<file path="src/rtl/spi_pkg.sv">
// Shared types and constants for the SPI slave front-end: FSM state encoding,
// RAM command codes and the default frame width.
package spi_pkg;

    typedef enum logic [2:0] {
        IDLE,
        CHK_CMD,
        WRITE,
        READ_ADD,
        READ_DATA
    } spi_state_e;

    localparam logic [1:0] CMD_WR_ADDR = 2'b00;
    localparam logic [1:0] CMD_WR_DATA = 2'b01;
    localparam logic [1:0] CMD_RD_ADDR = 2'b10;
    localparam logic [1:0] CMD_RD_DATA = 2'b11;

    localparam int unsigned FRAME_W = 10;

endpackage

</file>
<file path="src/rtl/spi_slave.sv">
// SPI slave: deserialises (DATA_W+2)-bit command frames for the SPI RAM and
// serialises RAM read data back on MISO after a read-data command.
module spi_slave
    import spi_pkg::*;
#(
    parameter int unsigned DATA_W = 8
) (
    input  logic              clk,
    input  logic              rst_n,
    input  logic              SS_n,
    input  logic              MOSI,
    output logic              MISO,
    output logic [DATA_W+1:0] rx_data,
    output logic              rx_valid,
    input  logic [DATA_W-1:0] tx_data,
    input  logic              tx_valid
);

    localparam int unsigned FW = DATA_W + 2;
    localparam int unsigned CW = $clog2(DATA_W + 2);
    localparam int unsigned TW = $clog2(DATA_W + 1);
    localparam logic [CW-1:0] LAST_BIT = CW'(DATA_W);
    localparam logic [TW-1:0] TX_LAST  = TW'(DATA_W);

    spi_state_e state, next_state;

    logic [FW-2:0]     shift;
    logic [CW-1:0]     bit_cnt;
    logic              frame_done;
    logic              rd_addr_seen;
    logic [DATA_W-1:0] tx_reg;
    logic [TW-1:0]     tx_cnt;
    logic              tx_busy;
    logic              tx_done;

    always_ff @(posedge clk or negedge rst_n) begin
        if (!rst_n) state <= IDLE;
        else        state <= next_state;
    end

    always_comb begin
        next_state = state;
        case (state)
            IDLE:    if (!SS_n) next_state = CHK_CMD;
            CHK_CMD: begin
                if (SS_n)              next_state = IDLE;
                else if (!MOSI)        next_state = WRITE;
                else if (rd_addr_seen) next_state = READ_DATA;
                else                   next_state = READ_ADD;
            end
            default: if (SS_n) next_state = IDLE;
        endcase
    end

    always_ff @(posedge clk or negedge rst_n) begin
        if (!rst_n) begin
            shift        <= '0;
            bit_cnt      <= '0;
            frame_done   <= 1'b0;
            rd_addr_seen <= 1'b0;
            rx_data      <= '0;
            rx_valid     <= 1'b0;
            MISO         <= 1'b0;
            tx_reg       <= '0;
            tx_cnt       <= '0;
            tx_busy      <= 1'b0;
            tx_done      <= 1'b0;
        end else begin
            rx_valid <= 1'b0;
            if (state == IDLE || SS_n) begin
                bit_cnt    <= '0;
                frame_done <= 1'b0;
                tx_busy    <= 1'b0;
                tx_done    <= 1'b0;
                MISO       <= 1'b0;
            end else if (state == CHK_CMD) begin
                shift   <= {{(FW-2){1'b0}}, MOSI};
                bit_cnt <= '0;
            end else if (!frame_done) begin
                shift   <= {shift[FW-3:0], MOSI};
                bit_cnt <= bit_cnt + 1'b1;
                if (bit_cnt == LAST_BIT) begin
                    rx_data    <= {shift, MOSI};
                    rx_valid   <= 1'b1;
                    frame_done <= 1'b1;
                    if (state == READ_ADD) rd_addr_seen <= 1'b1;
                end
            end else if (state == READ_DATA) begin
                // Only one tx_valid per read frame is honoured; later pulses are ignored.
                if (tx_busy) begin
                    if (tx_cnt == TX_LAST) begin
                        MISO    <= 1'b0;
                        tx_busy <= 1'b0;
                        tx_done <= 1'b1;
                    end else begin
                        MISO   <= tx_reg[DATA_W-1];
                        tx_reg <= {tx_reg[DATA_W-2:0], 1'b0};
                        tx_cnt <= tx_cnt + 1'b1;
                    end
                end else if (!tx_done && tx_valid) begin
                    tx_reg       <= tx_data;
                    tx_cnt       <= '0;
                    tx_busy      <= 1'b1;
                    rd_addr_seen <= 1'b0;
                end
            end
        end
    end

endmodule

</file>
<file path="config.mk">
export PLATFORM = sky130hd
export DESIGN_NAME = spi_slave
export DESIGN_NICKNAME = d
export VERILOG_FILES = /design/src/rtl/spi_pkg.sv /design/src/rtl/spi_slave.sv
export SDC_FILE = /design/constraint.sdc
export NUM_CORES = 1
export LEC_CHECK = 0
export CAP_MARGIN = 20
export CELL_PAD_IN_SITES_DETAIL_PLACEMENT = 0
export CELL_PAD_IN_SITES_GLOBAL_PLACEMENT = 2
export CORE_MARGIN = 8
export CORE_UTILIZATION = 34
export DETAILED_ROUTE_END_ITERATION = 8
export GPL_TIMING_DRIVEN = 0
export MAX_ROUTING_LAYER = met4
export PLACE_DENSITY = 0.75
export SKIP_LAST_GASP = 1
export SYNTH_ARGS = -nofsm -noshare
export SYNTH_HDL_FRONTEND = slang
export SYNTH_SLANG_ARGS = --single-unit
</file>
<file path="constraint.sdc">
create_clock -name clk -period 1.8 [get_ports clk]
set_input_delay 0.18 -clock clk [delete_from_list [all_inputs] [get_ports clk]]
set_output_delay 0.18 -clock clk [all_outputs]
set_load 0.03 [all_outputs]
</file>
==> flow_metrics.tcl <==
set metrics [dict create \
    synthArstFlopShare_pct 100 \
    dp_hpwl_mm 2.92 \
    r2r-start "state[2]" \
    crit_path_end_kind "register" \
    reg2reg_depth 3 \
    synth_area_um2 2080 \
    rsz0062_at_grt "false" \
    yosys_register_bits 44 \
    cts_tree "yes" \
    crit_chain "or3_2, nand3_2, mux2_2" \
    preCtsSetupSlack_ns -0.0468 \
    drv_cap 0 \
    synth_common_cells "44 x dfrtp_1, 14 x mux2_4, 12 x mux2_2, 10 x nor2_1, 9 x inv_1" \
    period_minus_slack_ns 1.72 \
    firstDrtPassIters 6 \
    holdPathStages 2 \
    leakage_uw 0.00121 \
    numCtsBuffers 5 \
    syn_area_per_cell_um2 13.0 \
    path_clk_slew_ns 0.09 \
    relSlewSlack_pct 62.5 \
    utilization_pct 43.9 \
    finClkSkew_ns 0.00747 \
    setup-tns-final_ns 0 \
    r2r_setup_slack_ns 0.08 \
    cp_num_buf_inv 0 \
    fin_crit_sh_pct 95.3 \
    synth_warnings 0 \
    dr_total_vias 1354 \
    wl_mm 3.95 \
    htree_num_levels 2 \
    clock_sinks 44 \
    min_to "state[0]" \
    max_freq_mhz 583 \
    crit_slowest_cell "or3_2" \
    layoutNonFillerInstCount 273 \
    crit_path_start "state[2]" \
    grt_pass1_wl_mm 7.02 \
    wl_per_cell_um 14.5 \
    hp-start "SS_n" \
    hold_class "in -> reg" \
    antennaDiodeCount 0 \
    grt_pass1_vias 1506 \
    crit_path_start_kind "register" \
    peakVddDrop_uv 345 \
    worst_hold_slack_ns 0.0777 \
    path_delay_family "simple AND/OR/NAND/NOR gates" \
    synth-edff-count 0 \
    drt_iter0_drc 70 \
    start_util_pct 35.1 \
    synth_seq_area_share_pct 53.0 \
    synth.most_common_cell "dfrtp_1" \
    drc 0 \
    rows 28 \
    drtAntennaViolNets 0 \
    track_usage_pct 10.1 \
    largest_register_ffs 10 \
    die-area_um2 8870 \
    grt_max_degree 24 \
    r2r-end "shift[0]" \
    cts_buffer_depth 2 \
    crit_type "reg -> reg" \
    hold_violations 0 \
    die_w_um 94.2 \
    synth_cell_types 38 \
    clkLatencyLatePin_ns 0.30 \
    worstMarginPinSlew_ns 0.562 \
    crit_fanout 10 \
    io_buffer_count 23 \
    slowest_delay_ns 0.54 \
    final_nets 214 \
    syn_inst 160 \
    die_h_um 94.2 \
    ys.flop_type "dfrtp_1" \
    setup_violations 0 \
    io_pins 25 \
    critPathArrivalTime_ns 1.90 \
    antenna_found_initial 0 \
    root_buffer "clkbuf_8" \
    synthTopCellsByArea "dfrtp_1 53%, mux2_4 10%, mux2_2 6.5%, a22o_1 3.4%, ha_1 2.4%" \
    status "finished, final reports clean" \
    p_per_area_nw_per_um2 760 \
    drv_slew 0 \
    dpl.cell_count 259 \
    fin_ws_ns 0.0840 \
    grt.overflow.total 0 \
    syn-num-nets 177 \
    areaGrowthSynthToFinish_pct 25.2 \
    synth_top_area_share_pct 53.0 \
    synth_area_leader_cell "dfrtp_1" \
    crit_required_ns 1.99 \
    viasPerCell 4.96 \
    gp_congestion 0.738 \
    core_um2 5920 \
    drive_above_1_share_pct 30.3 \
]
-- how the worst max path moves through the flow --
stage | to | slack [ns] | depth (start not counted)
CTS | tx_reg[6] | 0.003 | 5
floorplan | tx_reg[3] | 0.13 | 5
detailed placement | tx_reg[6] | -0.05 | 5
finish | shift[0] | 0.08 | 3
global placement | tx_reg[7] | -0.61 | 1
global route | tx_busy | 0.001 | 4
-- cell type report --
type                    count  area [um^2]
repair buffers             30          298
inverters                   9         33.8
multi-input cells         101          903
plain buffers               6         48.8
fillers                   557         3320
clock inverters             2         38.8
flip-flops and latches     44         1100
well taps                  75         93.8
clock buffers               6         82.6
-- logic make-up after synthesis --
kind of cell	Yosys count	synth area share, %
adder cells (fa/ha/maj)	4	2.41
buffers and inverters	15	3.92
XOR/XNOR	3	1.27
AO/OA/AOI/OAI	27	10.2
flip-flops	44	53.0
AND/OR/NAND/NOR	38	11.1
multiplexers	29	18.1
-- cells in the final DEF (no fill, tap or decap), drive strengths merged, types with 2 or more instances in the layout --
cell type / synthesis / routed
nor2b: 4 / 4
a22o: 8 / 8
dfrtp: 44 / 44
mux2i: 3 / 3
inv: 9 / 9
mux2: 26 / 26
nand2: 8 / 8
nand3: 4 / 4
xor2: 2 / 2
nor4b: 2 / 2
a31oi: 2 / 2
clkdlybuf4s50: 0 / 22
clkbuf: 1 / 7
nand4b: 2 / 2
o21ai: 5 / 5
nor2: 12 / 12
or3: 2 / 2
buf: 5 / 12
ha: 4 / 4
a21oi: 5 / 5
-- worst reg2reg max path, delay by kind of cell, from the launching register on --
kind             cells  cell delay [ns]
DFF                  1             0.49
muxes                1             0.36
and+or+nand+nor      2             0.75
-- what timing repair did --
| action | in CTS | in global routing |
|---|---|---|
| gates cloned | 0 | 1 |
| endpoints found under the setup margin | 5 | 12 |
| hold buffers | 1 | 0 |
| buffers inserted | 1 | 3 |
| gates resized for setup | 1 | 3 |
| pin swaps | 1 | 2 |
| hold endpoints to repair | 21 | 0 |
-- where the power goes --
part           leakage (uW)  switching (uW)  total, uW  internal [uW]
logic              0.000558            71.8        144           72.4
registers          0.000591            29.5       1040           1010
clock network     0.0000614             337        791            454
-- metrics by stage --
step / total power (uW) / instance area (um^2)
finish: 1980 / 2600
CTS: 2010 / 2560
detailed placement: 1200 / 2420
floorplan: 1130 / 2080
global route: 2070 / 2600
global placement: 1190 / 2400
-- routing by layer --
layer  part of all wire, %  GRT usage [%]  vias to the layer above  wire [um]
met5                     0              -                        -          0
met4                   1.2           3.30                        0         46
met1                    45           11.9                      688       1760
li1                      -              -                      633          -
met3                   5.0           3.20                        7        199
met2                    49           15.9                       26       1950
(Power assumes the default switching activity.)
